<file path="src/rtl/network_mac_pipe.sv">
// Pipelined signed multiply-accumulate; sums A*B over a din_last-framed window, emits (acc >>> SHIFT) narrowed.
// Latency: dout_vld rises MUL_STAGES+1 cycles after the closing beat is accepted; one beat per cycle.
// Backpressure: a held result (dout_vld & ~dout_rdy) freezes the whole pipe and drops din_rdy; clr flushes.
// Optional: define NETWORK_MAC_SAT_EN to saturate when narrowing; otherwise the low OUT_WIDTH bits are kept.
module network_mac_pipe #(
  parameter int A_WIDTH    = 16,
  parameter int B_WIDTH    = 15,
  parameter int MUL_STAGES = 1,
  parameter int ACC_WIDTH  = 40,
  parameter int OUT_WIDTH  = 16,
  parameter int SHIFT      = 0
) (
  input  logic                 ap_clk,
  input  logic                 ap_rst_n,
  input  logic                 clr,
  input  logic                 din_vld,
  output logic                 din_rdy,
  input  logic [A_WIDTH-1:0]   din0,
  input  logic [B_WIDTH-1:0]   din1,
  input  logic                 din_last,
  output logic                 dout_vld,
  input  logic                 dout_rdy,
  output logic [OUT_WIDTH-1:0] dout
);

  localparam int PW = A_WIDTH + B_WIDTH;

  logic stall;
  logic accept;

  // A result waiting on the consumer freezes every stage; clr blocks intake for its cycle.
  assign stall   = dout_vld & ~dout_rdy;
  assign din_rdy = ~stall & ~clr;
  assign accept  = din_vld & din_rdy;

  // Full-precision signed product; operands are sign-extended to the product width first.
  logic signed [PW-1:0] mul;
  assign mul = PW'($signed(din0)) * PW'($signed(din1));

  logic signed [PW-1:0]  prod_q [MUL_STAGES];
  logic [MUL_STAGES-1:0] vld_q;
  logic [MUL_STAGES-1:0] last_q;

  // Product pipe: stage 0 captures the accepted beat, later stages shift along when not stalled.
  always_ff @(posedge ap_clk or negedge ap_rst_n) begin
    if (!ap_rst_n) begin
      vld_q  <= '0;
      last_q <= '0;
      for (int i = 0; i < MUL_STAGES; i++) prod_q[i] <= '0;
    end else if (clr) begin
      vld_q <= '0;
    end else if (!stall) begin
      vld_q[0]  <= accept;
      last_q[0] <= din_last;
      prod_q[0] <= mul;
      for (int i = 1; i < MUL_STAGES; i++) begin
        vld_q[i]  <= vld_q[i-1];
        last_q[i] <= last_q[i-1];
        prod_q[i] <= prod_q[i-1];
      end
    end
  end

  logic                        pipe_vld;
  logic                        pipe_last;
  logic signed [ACC_WIDTH-1:0] acc;
  logic signed [ACC_WIDTH-1:0] acc_base;
  logic signed [ACC_WIDTH-1:0] acc_new;
  logic                        first;
  logic [OUT_WIDTH-1:0]        narrowed;

  assign pipe_vld  = vld_q[MUL_STAGES-1];
  assign pipe_last = last_q[MUL_STAGES-1];

  // The first beat of a window starts from zero instead of the previous sum; overflow simply wraps.
  assign acc_base = first ? '0 : acc;
  assign acc_new  = acc_base + ACC_WIDTH'(prod_q[MUL_STAGES-1]);

`ifdef NETWORK_MAC_SAT_EN
  localparam logic signed [ACC_WIDTH-1:0] OUT_MAX =
    {{(ACC_WIDTH-OUT_WIDTH+1){1'b0}}, {(OUT_WIDTH-1){1'b1}}};
  localparam logic signed [ACC_WIDTH-1:0] OUT_MIN = ~OUT_MAX;

  logic signed [ACC_WIDTH-1:0] shifted;
  assign shifted = acc_new >>> SHIFT;

  // Clamp the shifted sum into the signed OUT_WIDTH range.
  always_comb begin
    narrowed = shifted[OUT_WIDTH-1:0];
    if (shifted > OUT_MAX)
      narrowed = {1'b0, {(OUT_WIDTH-1){1'b1}}};
    else if (shifted < OUT_MIN)
      narrowed = {1'b1, {(OUT_WIDTH-1){1'b0}}};
  end
`else
  // Wrap: keep only the low bits of the arithmetically shifted sum.
  assign narrowed = OUT_WIDTH'(acc_new >>> SHIFT);
`endif

  // Accumulate beats leaving the pipe; the closing beat loads the output register.
  always_ff @(posedge ap_clk or negedge ap_rst_n) begin
    if (!ap_rst_n) begin
      acc      <= '0;
      first    <= 1'b1;
      dout_vld <= 1'b0;
      dout     <= '0;
    end else if (clr) begin
      acc      <= '0;
      first    <= 1'b1;
      dout_vld <= 1'b0;
    end else if (!stall) begin
      // Not stalled means any held result is being taken now, so a new one can replace it directly.
      dout_vld <= pipe_vld & pipe_last;
      if (pipe_vld) begin
        acc   <= acc_new;
        first <= pipe_last;
        if (pipe_last) dout <= narrowed;
      end
    end
  end

endmodule

</file>
<file path="config.mk">
export PLATFORM = sky130hd
export DESIGN_NAME = network_mac_pipe
export DESIGN_NICKNAME = d
export VERILOG_FILES = /design/src/rtl/network_mac_pipe.sv
export SDC_FILE = /design/constraint.sdc
export NUM_CORES = 1
export LEC_CHECK = 0
export ABC_AREA = 0
export BUFFER_PORTS_ARGS = -buffer_cell sky130_fd_sc_hd__buf_2
export CORE_ASPECT_RATIO = 0.5
export CORE_MARGIN = 1.5
export CORE_UTILIZATION = 60
export CTS_BUF_LIST = sky130_fd_sc_hd__clkbuf_8
export DETAILED_ROUTE_END_ITERATION = 8
export GPL_TIMING_DRIVEN = 0
export HOLD_SLACK_MARGIN = 0.1
export PLACE_DENSITY = 0.78
export REMOVE_ABC_BUFFERS = 1
export SETUP_SLACK_MARGIN = 0.15
export SYNTH_ARGS = -nofsm -noshare
export SYNTH_HDL_FRONTEND = slang
export SYNTH_SLANG_ARGS = --single-unit
</file>
<file path="constraint.sdc">
create_clock -name ap_clk -period 4.7 [get_ports ap_clk]
set_input_delay 0.235 -clock ap_clk [delete_from_list [all_inputs] [get_ports ap_clk]]
set_output_delay 0.235 -clock ap_clk [all_outputs]
set_load 0.01 [all_outputs]
</file>
==> results.md <==
- Synth Instances: 709
- Crit path max fanout: 5
- Total I/O pin count: 55
- Synthesized area divided by synthesized cell count: 9.28 um2
- Final-report max-slew violation count: 0
- Antenna violations before repair: 0
- Flops & latches, synth: 52
- Failing checks: setup timing
- Number of maximum-capacitance violations: 0
- Unique cell type count in the Yosys netlist: 40
- Total GRT Usage: 25.8%
- Dominant synthesized flop cell: sky130_fd_sc_hd__dfrtp_1
- DR vias/cell: 5.29
- Dominant cells by area after synthesis: sky130_fd_sc_hd__fa_1 25%, sky130_fd_sc_hd__dfrtp_1 19%, sky130_fd_sc_hd__ha_1 13%
- Max incr delay on CP: 0.52 ns
- Transition time at the pin with the least slew margin: 1.09 ns
- Class of the most critical hold timing path: input port to flip-flop
- Number of buffers inserted by port buffering: 54
- Register area share after synthesis: 19.8%
- Category of the worst setup path launch point: input port
- Dominant delay contributor by cell family on the critical path: adder cells
- Power density over the cells: 578 mW/mm2
- F_max: 0.207 GHz
- WP data arrival: 4.99 ns
- Wire length reported by the detailed router: 13.3 mm
- Endpoint class of the critical path: flip-flop
- RSZ-0062 raised after global routing: yes
- Most frequent standard cell in the layout excluding fill and tap cells: sky130_fd_sc_hd__inv_1
- Relative max-transition margin: 27.5%
- Floorplan core area: 0.0104 mm2
- Cell area after synthesis: 0.00658 mm2
- Via count: 4750
- Post-route ant nets: 0
- Number of global-route vias before repair: 5139
- TritonCTS Buffers: 5
- Endpoints failing hold: 0
- H-tree level count: 2
- Fraction of final layout cells sized beyond drive strength 1: 16.9%
- Layout net count: 945
- Total leakage power: 0.00382 uW
- Num rows: 26
- Final standard cell area without fillers: 0.00743 mm2
- Bufs and invs on worst path: 7
- Cell type with the highest occurrence count on the critical path: sky130_fd_sc_hd__fa_1
- Cell type with the highest aggregate area in the netlist: sky130_fd_sc_hd__fa_1
- Number of flops mapped to enable cells by yosys: 0
- Setup slack after placement: -0.903 ns
- Ant diodes: 0
- Area post-placement: 0.00693 mm2
- Final-layout fill cell count: 783
- Die outline width: 151 um
- Share of synthesized registers carrying an async set or reset: 100%
- Result of the run: complete, but fails checks
- Yosys top cell area share: 25.3%
- Critical path type: input port to flip-flop
- CP Data Required Time: 4.86 ns
- Period minus WS final: 4.83 ns
- Worst setup margin: -0.132 ns
- Effective utilization at floorplan: 63.0%
- Most frequent cells in the layout: 114 x sky130_fd_sc_hd__inv_1, 109 x sky130_fd_sc_hd__nand2_1, 83 x sky130_fd_sc_hd__fa_1
- Number of search-and-repair iterations in the first detailed-routing pass: 6
- CTS Sinks: 52
- Warnings, synthesis: 0
- TritonCTS clock tree: done
- Number of hold buffers added after CTS: 0
- Clock Path Buffers: 2
- Setup violation total in the final timing report: 1
- Pin count of the biggest net entering global routing: 53
- Critical Path, Cell by Cell: buf_12 -> and2_4 -> fa_1 -> inv_1 -> fa_1 -> inv_2 -> fa_1 -> inv_2 -> fa_1 -> inv_2 -> fa_1 -> inv_1 -> fa_1 -> inv_2 -> ha_4 -> o31a_1 -> a21o_1 -> o41a_1 -> xnor2_2 -> o21ai_1
- Flop-to-flop setup slack: 1.40 ns
- Standard cell with the maximum stage delay on the critical path: sky130_fd_sc_hd__fa_1
- DIE AREA: 0.0116 mm2
- Violation count after the first detailed-routing iteration: 176
- DRC errors left: 0
- Relative area change from synthesis to final layout: 12.9%
- First-pass GRT wire length: 23.7 mm
- Final RePlAce weighted congestion: 0.921
- Routed WL per cell: 14.8 um
- Clock latency on the worst-skew pair: 0.31 ns
- Share of the cycle needed by the critical path after routing: 103%
- Worst clock skew: 0.0118 ns
- DP Wirelength: 10.4 mm
- Clock-pin slew on the worst setup and hold paths: 0.10 ns
- Worst vdd ir: 0.498 mV
- Height of the die: 77.1 um
- Root Driver: sky130_fd_sc_hd__clkbuf_8
- Congestion Overflow GR: 0
-- path summary, 6_finish.rpt --
kind / startpoint / end / cells after the start
setup / recovery: din1[4] / prod_q[15] / 20
hold / removal: clr / pipe_vld / 2
setup reg to reg: dout_vld / dout[15] / 6
hold reg to reg: acc[15] / acc[15] / 1
max in group asynchronous: ap_rst_n / acc[12] / 1
min in group asynchronous: ap_rst_n / dout[3] / 1
-- worst register-to-register path: stages (launching register included) --
cell                       delay, ns
sky130_fd_sc_hd__dfrtp_1        0.42
sky130_fd_sc_hd__nand2b_1       0.18
sky130_fd_sc_hd__nand2b_1       0.52
sky130_fd_sc_hd__nor2_2         0.82
sky130_fd_sc_hd__nand2_1        0.67
sky130_fd_sc_hd__or3_1          0.54
sky130_fd_sc_hd__nand3_1        0.08
-- cell usage after synthesis, drive strengths merged, types with 3 or more instances --
| library cell | number |
|---|---|
| nand2b | 7 |
| ha | 68 |
| inv | 118 |
| nor2b | 17 |
| xor2 | 11 |
| xnor2 | 40 |
| a21oi | 16 |
| o21ai | 22 |
| clkbuf | 22 |
| nor2 | 13 |
| nand3 | 3 |
| o21a | 5 |
| fa | 83 |
| a21o | 10 |
| and2 | 57 |
| o21bai | 4 |
| dfrtp | 51 |
| a22o | 15 |
| a31oi | 4 |
| nand2 | 109 |
| mux2 | 15 |
-- sequential cells by signal, indices dropped and copies added (netlist names) --
name and flops:
pipe_vld 1, dout 16, last_q 1, dout_vld 1
first 1, acc 16, prod_q 16
-- area by class of cell --
cell class,count,area [um2],share of cell area (%)
clock inverter,3,42.5,0.573
multi-input combinational,514,4930,66.4
sequential,52,1300,17.5
clock buffer,5,68.8,0.927
inverter,119,447,6.02
timing repair buffer,65,462,6.22
tap,140,175,2.36
-- where the power goes --
part	internal [uW]	leakage, uW	total [uW]	switching [uW]
sequential	596	0.000664	679	83.1
combinational	1580	0.00310	3310	1740
clock	158	0.0000541	300	143
total	2330	0.00382	4290	1960
-- per-stage QoR --
stage / hold WS (ns) / power (uW) / std cells / TNS, ns / util, %
floorplan: -0.0606 / 2830 / 685 / -0.691 / -
global placement: 0.429 / 3400 / 879 / -2.53 / 66.4
detailed placement: 0.439 / 3500 / 879 / -3.01 / 66.4
CTS: 0.103 / 4060 / 897 / -0.189 / 70.3
global route: 0.129 / 4780 / 898 / -0.611 / 71.1
finish: 0.120 / 4290 / 898 / -0.132 / 71.1
-- per-layer routing --
metal  routed length (um)  global-route usage [%]
met3                  664                    2.50
met4                  146                    4.95
met1                 6000                    35.0
met2                 6480                    45.2
met5                    0                       0
-- repair_timing --
action                                  4_1_cts  5_1_grt
gates cloned                                  1        0
endpoints found under the setup margin        5        5
hold endpoints to repair                      0        0
pin swaps                                    29       15
resized for setup                            47       17
setup buffers                                 9        1
-- cell families after synthesis --
kind of cell	after synthesis	synth area share (%)
and+or+nand+nor	213	15.6
adders and majority gates	151	38.2
buffers and inverters	143	8.20
AOI/OAI and AO/OA	82	8.59
DFF	52	19.8
xor gates and xnor gates	51	6.79
muxes	17	2.87
Note: power is estimated with default switching activity, not from simulation.
